`config.mk`:
```
export PLATFORM = sky130hd
export DESIGN_NAME = alu_ctrl_fsm
export DESIGN_NICKNAME = d
export VERILOG_FILES = /design/src/rtl/alu_pkg.sv /design/src/rtl/imm_gen.sv /design/src/rtl/alu_ctrl_fsm.sv
export SDC_FILE = /design/constraint.sdc
export NUM_CORES = 1
export LEC_CHECK = 0
export ABC_AREA = 1
export CAP_MARGIN = 20
export CORE_ASPECT_RATIO = 1.4
export CORE_MARGIN = 5
export CORE_UTILIZATION = 25
export CTS_CLUSTER_SIZE = 28
export DETAILED_ROUTE_END_ITERATION = 6
export SYNTH_ARGS = -nofsm -noshare
export SYNTH_HDL_FRONTEND = slang
export SYNTH_SLANG_ARGS = --single-unit
```
`constraint.sdc`:
```
create_clock -name clk -period 2.05 [get_ports clk]
set_input_delay 0.3075 -clock clk [delete_from_list [all_inputs] [get_ports clk]]
set_output_delay 0.3075 -clock clk [all_outputs]
set_load 0.005 [all_outputs]
```
`src/rtl/alu_pkg.sv`:
```
// Shared constants, FSM state type and instruction decoder for the ALU
// control sequencer.
package alu_pkg;

   // ALU operation codes presented on select_op
   localparam logic [3:0] ALU_ADD  = 4'b0000;
   localparam logic [3:0] ALU_SUB  = 4'b0001;
   localparam logic [3:0] ALU_SADD = 4'b0010;
   localparam logic [3:0] ALU_SSUB = 4'b0011;

   // Major opcodes
   localparam logic [6:0] OPC_RTYPE = 7'b0110011;
   localparam logic [6:0] OPC_ITYPE = 7'b0010011;

   // funct7 / funct3 values of the supported instructions
   localparam logic [6:0] F7_ADD = 7'b0000000;
   localparam logic [6:0] F7_SUB = 7'b0100000;
   localparam logic [2:0] F3_ADD = 3'b000;

   // Sequencer states
   typedef enum logic [1:0] {
      ST_IDLE      = 2'b00,
      ST_DECODE    = 2'b01,
      ST_EXECUTE   = 2'b10,
      ST_WRITEBACK = 2'b11
   } state_t;

   // Decoder result
   typedef struct packed {
      logic       legal;
      logic       use_imm;
      logic [3:0] op;
   } decode_t;

   // Classify an instruction from its opcode/funct fields; anything not
   // recognised is reported as illegal.
   function automatic decode_t decode_instr(input logic [6:0] opcode,
                                            input logic [2:0] funct3,
                                            input logic [6:0] funct7);
      decode_t d;
      d.legal   = 1'b0;
      d.use_imm = 1'b0;
      d.op      = ALU_ADD;
      case (opcode)
         OPC_RTYPE: begin
            if ((funct3 == F3_ADD) && (funct7 == F7_ADD)) begin
               d.legal = 1'b1;
               d.op    = ALU_ADD;
            end else if ((funct3 == F3_ADD) && (funct7 == F7_SUB)) begin
               d.legal = 1'b1;
               d.op    = ALU_SUB;
            end else begin
               d.legal = 1'b0;
            end
         end
         OPC_ITYPE: begin
            if (funct3 == F3_ADD) begin
               d.legal   = 1'b1;
               d.use_imm = 1'b1;
               d.op      = ALU_ADD;
            end else begin
               d.legal = 1'b0;
            end
         end
         default: begin
            d.legal = 1'b0;
         end
      endcase
      return d;
   endfunction

endpackage

```
`src/rtl/imm_gen.sv`:
```
// I-type immediate generator: sign-extends the 12-bit immediate field to XLEN.
module imm_gen #(
   parameter int XLEN = 32
) (
   input  logic [11:0]     imm12,
   output logic [XLEN-1:0] imm
);

   assign imm = {{(XLEN-12){imm12[11]}}, imm12};

endmodule

```
`src/rtl/alu_ctrl_fsm.sv`:
```
// Multi-cycle control sequencer: accepts one ADD/SUB/ADDI per handshake,
// reads the register file, drives the ALU for one execute cycle and writes
// the result back.
module alu_ctrl_fsm
   import alu_pkg::*;
#(
   parameter int XLEN       = 32,
   parameter int REG_ADDR_W = 5
) (
   input  logic                  clk,
   input  logic                  rst_n,
   input  logic [31:0]           instr,
   input  logic                  instr_valid,
   output logic                  instr_ready,
   output logic [REG_ADDR_W-1:0] rs1_addr,
   output logic [REG_ADDR_W-1:0] rs2_addr,
   input  logic [XLEN-1:0]       rs1_data,
   input  logic [XLEN-1:0]       rs2_data,
   output logic [XLEN-1:0]       operand_a,
   output logic [XLEN-1:0]       operand_b,
   output logic [3:0]            select_op,
   input  logic [XLEN-1:0]       result_out,
   output logic                  rd_we,
   output logic [REG_ADDR_W-1:0] rd_addr,
   output logic [XLEN-1:0]       rd_wdata,
   output logic                  done,
   output logic                  illegal_instr
);

   state_t          state_r;
   state_t          next_state_s;
   logic [31:0]     instr_r;
   logic            accept_s;
   decode_t         dec_s;
   logic [XLEN-1:0] imm_s;

   // Register addresses always come from the latched word so a new word on
   // the input bus cannot disturb an instruction in flight.
   assign rs1_addr = REG_ADDR_W'(instr_r[19:15]);
   assign rs2_addr = REG_ADDR_W'(instr_r[24:20]);
   assign rd_addr  = REG_ADDR_W'(instr_r[11:7]);

   assign dec_s = decode_instr(instr_r[6:0], instr_r[14:12], instr_r[31:25]);

   imm_gen #(
      .XLEN (XLEN)
   ) u_imm_gen (
      .imm12 (instr_r[31:20]),
      .imm   (imm_s)
   );

   // State register
   always_ff @(posedge clk or negedge rst_n) begin
      if (!rst_n) begin
         state_r <= ST_IDLE;
      end else begin
         state_r <= next_state_s;
      end
   end

   // Next-state logic and state-decoded outputs (ready, done, write enable)
   always_comb begin
      next_state_s = state_r;
      instr_ready  = 1'b0;
      accept_s     = 1'b0;
      done         = 1'b0;
      rd_we        = 1'b0;
      case (state_r)
         ST_IDLE: begin
            instr_ready = rst_n;
            if (instr_valid) begin
               accept_s     = 1'b1;
               next_state_s = ST_DECODE;
            end else begin
               next_state_s = ST_IDLE;
            end
         end
         ST_DECODE: begin
            if (dec_s.legal) begin
               next_state_s = ST_EXECUTE;
            end else begin
               next_state_s = ST_IDLE;
            end
         end
         ST_EXECUTE: begin
            next_state_s = ST_WRITEBACK;
         end
         ST_WRITEBACK: begin
            done         = 1'b1;
            rd_we        = (rd_addr != {REG_ADDR_W{1'b0}});
            next_state_s = ST_IDLE;
         end
         default: begin
            next_state_s = ST_IDLE;
         end
      endcase
   end

   // Instruction latch: loaded only on the accepting handshake
   always_ff @(posedge clk or negedge rst_n) begin
      if (!rst_n) begin
         instr_r <= 32'h0000_0000;
      end else if (accept_s) begin
         instr_r <= instr;
      end else begin
         instr_r <= instr_r;
      end
   end

   // ALU operand/opcode registers: loaded at the end of a legal decode and
   // held through execute
   always_ff @(posedge clk or negedge rst_n) begin
      if (!rst_n) begin
         operand_a <= {XLEN{1'b0}};
         operand_b <= {XLEN{1'b0}};
         select_op <= ALU_ADD;
      end else if ((state_r == ST_DECODE) && dec_s.legal) begin
         operand_a <= rs1_data;
         operand_b <= dec_s.use_imm ? imm_s : rs2_data;
         select_op <= dec_s.op;
      end else begin
         operand_a <= operand_a;
         operand_b <= operand_b;
         select_op <= select_op;
      end
   end

   // Result capture at the end of the execute cycle
   always_ff @(posedge clk or negedge rst_n) begin
      if (!rst_n) begin
         rd_wdata <= {XLEN{1'b0}};
      end else if (state_r == ST_EXECUTE) begin
         rd_wdata <= result_out;
      end else begin
         rd_wdata <= rd_wdata;
      end
   end

   // Illegal-instruction pulse: high for the first idle cycle after a failed decode
   always_ff @(posedge clk or negedge rst_n) begin
      if (!rst_n) begin
         illegal_instr <= 1'b0;
      end else begin
         illegal_instr <= (state_r == ST_DECODE) && !dec_s.legal;
      end
   end

endmodule

```
==> results.txt, run 1 <==
Clock-pin slew was measured on the worst setup and hold paths at 0.06 ns. The worst clock skew on the final layout was 0.008903 ns; the met2 wire length was 8838 um. For the number of fillers in the final layout, the log shows 2258.

The area taken by flip-flops and latches came out at 0.003303 sq mm. The number of buffers added on ports was 246. The average cell area after synthesis works out to 9.920 sq um. The die outline area is 0.02590 sq mm, and the share of the yosys chip area belonging to registers is 58.11%. The core region is 0.02245 sq mm. Number of warnings reported in the yosys synthesis log: 0. The tools report the sort of element at the start of the critical path as a flip-flop.

Of all nets on the critical path, the largest fanout is 3. At the pin with the least slew margin, the transition time is 0.7709 ns. Setup repair after global routing left no endpoint under its margin. The via count of the first global-routing pass was 4816; the synthesis-stage register bit count was 132. From left edge to right edge, the die measures 137.4 um.

The number of hold buffers added after CTS was 0. The number of antenna diodes in the final layout is 0. The logs give 17410 um for the final routed wirelength across all metal layers and 0 for the initial antenna violation count. The logs give 20 for the number of distinct library cells after synthesis and 933 for the final net count.

The number of flops mapped to enable cells by yosys came out at 0. For the pin count of the biggest net entering global routing, the log shows 133. TritonCTS built the clock tree. The floorplan has 65 rows. The first global-routing pass estimated 27200 um of wire. Before antenna repair, the detailed router went through 6 iterations. The logs give 25.32% for the starting density of the core and 0.7384 for the final weighted congestion in routability-driven placement. After synthesis, the share of flip-flops with an asynchronous set or reset is 100.0%. Static timing analysis puts the maximum clock frequency at 518.8 MHz. At the worst endpoint, the required time is 1.74 ns.

No sink is reached through more buffers than the 2 on the longest clock path. The post-route minimum period is 1.927 ns, and the detailed-placement wirelength estimate is 12230 um. The logs give 0 for the number of hold-slack violations in the final timing report and 250 for the I/O pin count.

The capture point of the worst path was rd_we. Global routing used 13.59% of the available tracks across all layers. The worst setup path is captured at a primary output.

The run gives 0.008338 sq mm as the post-detailed-placement cell area. Clock tree synthesis found a total of 132 sinks. After layout, the worst path uses 94.02% of the clock period.

In this run the top signal layer used is met4. Once detail routing completed, the nets flagged for antenna violations numbered 0. The tool flagged a number of max-cap violations equal to 0.

The proportion of layout cells with a drive suffix above 1 was 13.90%; the worst IR drop on VDD was 0.4785 mV. The critical path class is flip-flop to primary output. In the synthesized netlist the dominant register cell turns out to be dfrtp_1. The routed wirelength normalized by instance count is 15.63 um, and the power per cell area is 753.4 mW/mm^2. The register-to-register setup slack was 0.36 ns. The total negative setup slack is 0 ns, and the final setup violation count is 0. For the routed via count, the log shows 4690. Clock root buffer: clkbuf_16. The routed length on met1 was 6826 um.

For the worst setup path, the data arrival time is 1.62 ns. In the detailed route, the total length drawn on met3 is 1302 um. For the TritonCTS buffer count, the log shows 17. Using the TritonRoute via totals, the vias-per-cell ratio works out to 4.210.

The worst hold path belongs to the class primary input to async pin. Summing all multi-input logic gate instances after layout gives 0.002036 sq mm. Number of design rule violations left after detail routing: 0. The number of cells on the worst reg-to-reg path is 8. The chip height works out to 188.4 um. The flow ran to the end, and the final reports show no timing, DRC or antenna violations. Leakage dissipation: 0.003956 uW.

The worst register-to-register path begins at instr_r[6]. Synthesized instance count: 573. Global routing finished with a remaining overflow of 0. Capturing point of the worst reg2reg path: operand_b[18]. The final standard cell area without fillers was 0.008966 sq mm; the initial DRC count was 173.

For the worst-skew pair, the clock arrives at the later sink with an insertion delay of 0.41 ns. In this run the worst setup path begins at instr_r[8]. The cell area that synthesis handed to floorplanning was 0.005684 sq mm. The post-synthesis to final-layout area growth came out at 57.74%. The tools report the deepest level of the CTS H-tree as 4. Headroom to the max-slew limit came out at 48.61%. The tools report the total count of max-transition violations in the final report as 0.
[cell usage after synthesis (2+ instances only)]
cell | n | area share (%)
nand2_1 | 209 | 14
dfrtp_1 | 132 | 58
nand3_1 | 79 | 7.0
mux2_2 | 59 | 12
buf_4 | 25 | 3.3
nor2_1 | 16 | 1.1
buf_2 | 15 | 1.3
inv_1 | 9 | 0.59
clkbuf_1 | 8 | 0.53
a21oi_1 | 5 | 0.44
buf_6 | 5 | 0.99
nor2_2 | 2 | 0.22
nor3b_1 | 2 | 0.26
[state kept, by name, summed over array words and instances, names as in the netlist, named ones only]
signal	cells
illegal_instr	1
state_r	1
operand_b	32
operand_a	32
instr_r	32
rd_wdata	32
select_op	1
[per-layer routing]
metal	vias up	track usage, %
met5	-	0
met4	0	5.760
met3	23	4.647
met2	154	22.48
met1	2222	15.87
li1	2291	-
[timing repair]
action / 4_1_cts / 5_1_grt
pin swaps: 0 / 1
setup endpoints to repair: 1 / 2
gates resized for setup: 2 / 4
buffers inserted: 0 / 1
[per-stage QoR]
stage / util [%] / cells / setup slack (ns) / hold slack [ns] / power (uW)
after global routing: 39.94 / 1114 / 0.01820 / 0.08918 / 7079
after detailed placement: 37.15 / 1083 / 0.3271 / 0.4573 / 3693
after CTS: 39.83 / 1113 / 0.02086 / 0.08192 / 6889
after global placement: 37.15 / 1083 / 0.2689 / 0.4539 / 3680
final: 39.94 / 1114 / 0.1226 / 0.009183 / 6755
after floorplan: - / 575 / 0.7156 / 0.01191 / 3176
[how the worst min path moves through the flow]
stage               cells past startpoint             to
CTS                                     2  operand_b[14]
detailed placement                      2  operand_a[31]
floorplan                               0      async pin
finish                                  2  operand_b[11]
global placement                        2  operand_a[19]
global route                            2    instr_r[27]
[cells by family (layout without fill, tap and decap cells)]
logic type             count (synthesis)  in the layout  share of synthesized area (%)
muxes                                 59             59                          11.69
other                                  1              3                        0.06597
DFF                                  132            132                          58.11
buffers and inverters                 63            301                          6.801
AOI/OAI and AO/OA                      6              6                         0.5943
and+or+nand+nor                      312            312                          22.74
[cell type report]
type / count / share of cell area, %
Timing Repair Buffer: 261 / 29.18
Tap cell: 301 / 4.200
Multi-Input combinational cell: 380 / 22.70
Sequential cell: 132 / 36.84
Clock buffer: 18 / 4.898
Clock inverter: 12 / 1.758
Inverter: 10 / 0.4186
[worst max-delay path, stage by stage (launching register included)]
cell,delay (ns)
dfrtp_1,0.39
or2_4,0.26
o41ai_4,0.28
inv_1,0.06
clkdlybuf4s15_1,0.21
[cells in the final DEF (no fill, tap or decap), drive strengths merged, types with 2 or more instances in the layout]
cell           Yosys  routed
a21oi              5       5
buf               45      16
bufinv             0       3
clkbuf             8      18
clkdlybuf4s50      0     243
clkinv             0       5
clkinvlp           0       3
conb               1       3
dfrtp            132     132
inv               10      11
mux2              59      59
nand2            209     209
nand3             79      79
nor2              18      18
nor3b              2       2
[power by group]
part           total (uW)  internal [uW]  switching, uW
logic                 800            518            282
clock network        3120           1940           1180
registers            2840           2750           91.2
total                6760           5200           1550
Power figures use the tool's default switching activity.
==> run 2, diff against run 1 <==
--- a/config.mk
+++ b/config.mk
@@ -10,6 +10,7 @@
 export CORE_ASPECT_RATIO = 1.4
 export CORE_MARGIN = 5
 export CORE_UTILIZATION = 25
+export CTS_BUF_LIST = sky130_fd_sc_hd__clkbuf_8
 export CTS_CLUSTER_SIZE = 28
 export DETAILED_ROUTE_END_ITERATION = 6
 export SYNTH_ARGS = -nofsm -noshare
==> run 2 against run 1 <==
Effect of this change:
- the run now ends with hold timing left
- wire length about the same
- sequential share of layout area is 0.85 points higher
- power down 12%
- sequential power hardly changed
- maximum frequency rose by 1.2%
- critical endpoint is now done
- largest power group is now registers
==> results.txt, run 2 (synthesis gave the netlist of run 1 again) <==
For this configuration, the core starts out at a cell density of 25.32%. Using the TritonRoute via totals, the vias-per-cell ratio works out to 4.208. STA classifies the critical path endpoint as a primary output. Path category of the worst min-delay check: primary input to async pin. The routed via count is 4688. The wire length of the first global-routing pass is 27070 um, and the register clock-pin slew on the reported worst setup and hold paths is 0.08 ns.

The sequential power share was 47.6%. The worst path in the final design needs a cycle of 1.904 ns, including I/O delays and setup. The clock network is responsible for 39.0% of the overall power. The core area is 0.02245 sq mm.

The tree built by TritonCTS fans out to 132 sinks. After the first detailed-routing iteration, the DRC count stood at 148. The run gives 0 as the total count of max-transition violations in the final report. The tools report the data arrival time of the critical path as 1.60 ns. The top cell types in the final layout, fill and taps aside, are clkdlybuf4s50_1 (243), nand2_1 (207), dfrtp_1 (131).

Detailed placement finished with a half-perimeter wire length of 12230 um. The logs give 0.02590 sq mm for the die outline area and 133 for the pin count of the biggest net entering global routing. Setup violations remaining at the end of the flow were counted as 0. The worst setup path is of the flip-flop to primary output kind. The via count of the first global-routing pass was 4825. After the last flow step, the layout net total stands at 933.

The worst slew margin relative to its limit was 48.98%. The transition time at the pin with the least slew margin works out to 0.7653 ns. Cells fill 39.06% of the core in the end.

Setup repair after global routing left no endpoint under its margin. The power per cell area is 679.2 mW/mm^2. The share of the cycle needed by the critical path after routing was 92.86%. The clock tree synthesis step divided the H-tree into 4 levels.

The longest clock path from root to sink contains 2 buffers. 0 antenna diodes ended up in the layout. The analysis attributes to net switching a power of 1468 uW. The area growth from synthesis to layout is 54.24%. The root buffer cell chosen for the clock tree is clkbuf_8.

The number of antenna-violating nets in the routed design is 0, and the routed wirelength normalized by instance count is 15.62 um. Switching part of the total: 24.65%. The run gives 0.008767 sq mm as the final standard cell area without fillers. Adding up every negative setup slack in the final design gives 0 ns.

TritonCTS created 17 clock buffers. The share of total power dissipated in combinational logic is 13.4%. TritonCTS built the clock tree. Summed over all layers, the routed wires come to 17400 um.

The run gives 0 as the final global-route overflow total. The initial antenna violation count was 0. The chip height came out at 188.4 um. The worst clock skew on the final layout came out at 0.01295 ns. The checks that failed: hold timing.

The logs give 0 for the reported max-cap violation count and 0.3271 ns for the pre-CTS worst setup slack. Logic depth of the worst register-to-register path: 8. The first detailed-routing pass ran for 5 iterations.

Register-to-register setup slack: 0.36 ns. The run finished, with violations left. The worst register-to-register path begins at instr_r[6]. The post-detailed-placement cell area was 0.008338 sq mm. For this design the top-level I/O count stands at 250. Internal power comes to 4487 uW. For the worst-skew pair, the clock arrives at the later sink with an insertion delay of 0.44 ns. The sort of element at the start of the critical path is a flip-flop. Worst hold slack across all endpoints: -0.01290 ns.

For the final weighted congestion in routability-driven placement, the log shows 0.7384. Total power for the finished layout comes to 5955 uW. The capture point of the worst path is done. The die is 137.4 um wide. The capturing point of the worst reg2reg path is operand_b[18]. Global routing consumed, over all layers together, 13.51% of the routing resources.

Static timing analysis puts the maximum clock frequency at 525.3 MHz. The number of hold-slack violations in the final timing report is 18, and the critical-path maximum fanout is 6. In this run the core area contains 65 standard-cell rows.

In this run the tool buffered the top-level ports with 246 buffer cells. For the worst setup path, the data required time is 1.74 ns. Once routing completed, OpenROAD measured the worst setup slack at 0.1463 ns. For this design the static power due to leakage is 0.003858 uW.

After detailed routing, the number of remaining DRC violations is 0. The post-route netlist has 14.15% of its cells at a drive strength greater than 1. VDD sags by at most 0.2871 mV. The library cell used most frequently in the layout, excluding fill and tap cells, is clkdlybuf4s50_1.
-- run 2: cell count changes in the layout (fill, tap and decap cells not counted), sizes merged --
cell           delta
dlymetal6s2s      -1
clkbuf            +1
clkdlybuf4s15     -1
dlygate4sd2       +1
-- run 2: per-layer routing --
layer  track usage (%)  vias up  part of all wire [%]
li1                  -     2283                     -
met1             15.77     2220                    39
met2             22.33      160                    50
met3             4.808       25                   7.7
met4             5.492        0                   2.6
met5                 0        -                     0
-- run 2: metrics by stage --
stage,hold slack [ns],cells
floorplan,0.01191,575
detailed placement,0.4573,1083
global placement,0.4539,1083
CTS,0.03559,1113
finish,-0.01290,1114
global route,0.04104,1114
-- run 2: timing repair --
| item | CTS | global route |
|---|---|---|
| setup buffers | 0 | 1 |
| endpoints found under the hold margin | 0 | 0 |
| hold buffers | 0 | 0 |
| cloned | 0 | 0 |
| setup endpoints to repair | 2 | 1 |
| gates resized for setup | 3 | 5 |
| pin swaps | 0 | 1 |
-- run 2: worst min-delay path by stage --
| stage | start | slack [ns] | cells after the start | end |
|---|---|---|---|---|
| CTS | rst_n | 0.04 | 2 | operand_b[14] |
| detailed placement | operand_a[31] | 0.46 | 2 | operand_a[31] |
| floorplan | rst_n | 0.01 | 0 | async pin |
| global placement | operand_a[19] | 0.45 | 2 | operand_a[19] |
| global route | rst_n | 0.04 | 2 | instr_r[27] |
| finish | rst_n | -0.01 | 2 | operand_b[1] |
-- run 2: critical path: stages, from the launching register on --
cell and delay, ns:
dfrtp_2 0.43, nand2_1 0.07, inv_1 0.13, clkdlybuf4s50_1 0.53
-- run 2: power groups by stage --
stage / clock, uW / sequential [uW] / combinational [uW]
after floorplan: 0 / 2870 / 309
after global placement: 0 / 2880 / 804
after detailed placement: 0 / 2880 / 811
after CTS: 2420 / 2830 / 812
after global routing: 2530 / 2860 / 875
final: 2320 / 2830 / 799
-- run 2: area by class of cell --
cell class,instances,area (sq um)
Clock buffer,18,247.7
Clock inverter,12,157.7
Fill cell,2284,13680
Inverter,10,37.54
Multi-Input combinational cell,380,2036
Sequential cell,132,3304
Tap cell,301,376.6
Timing Repair Buffer,261,2608
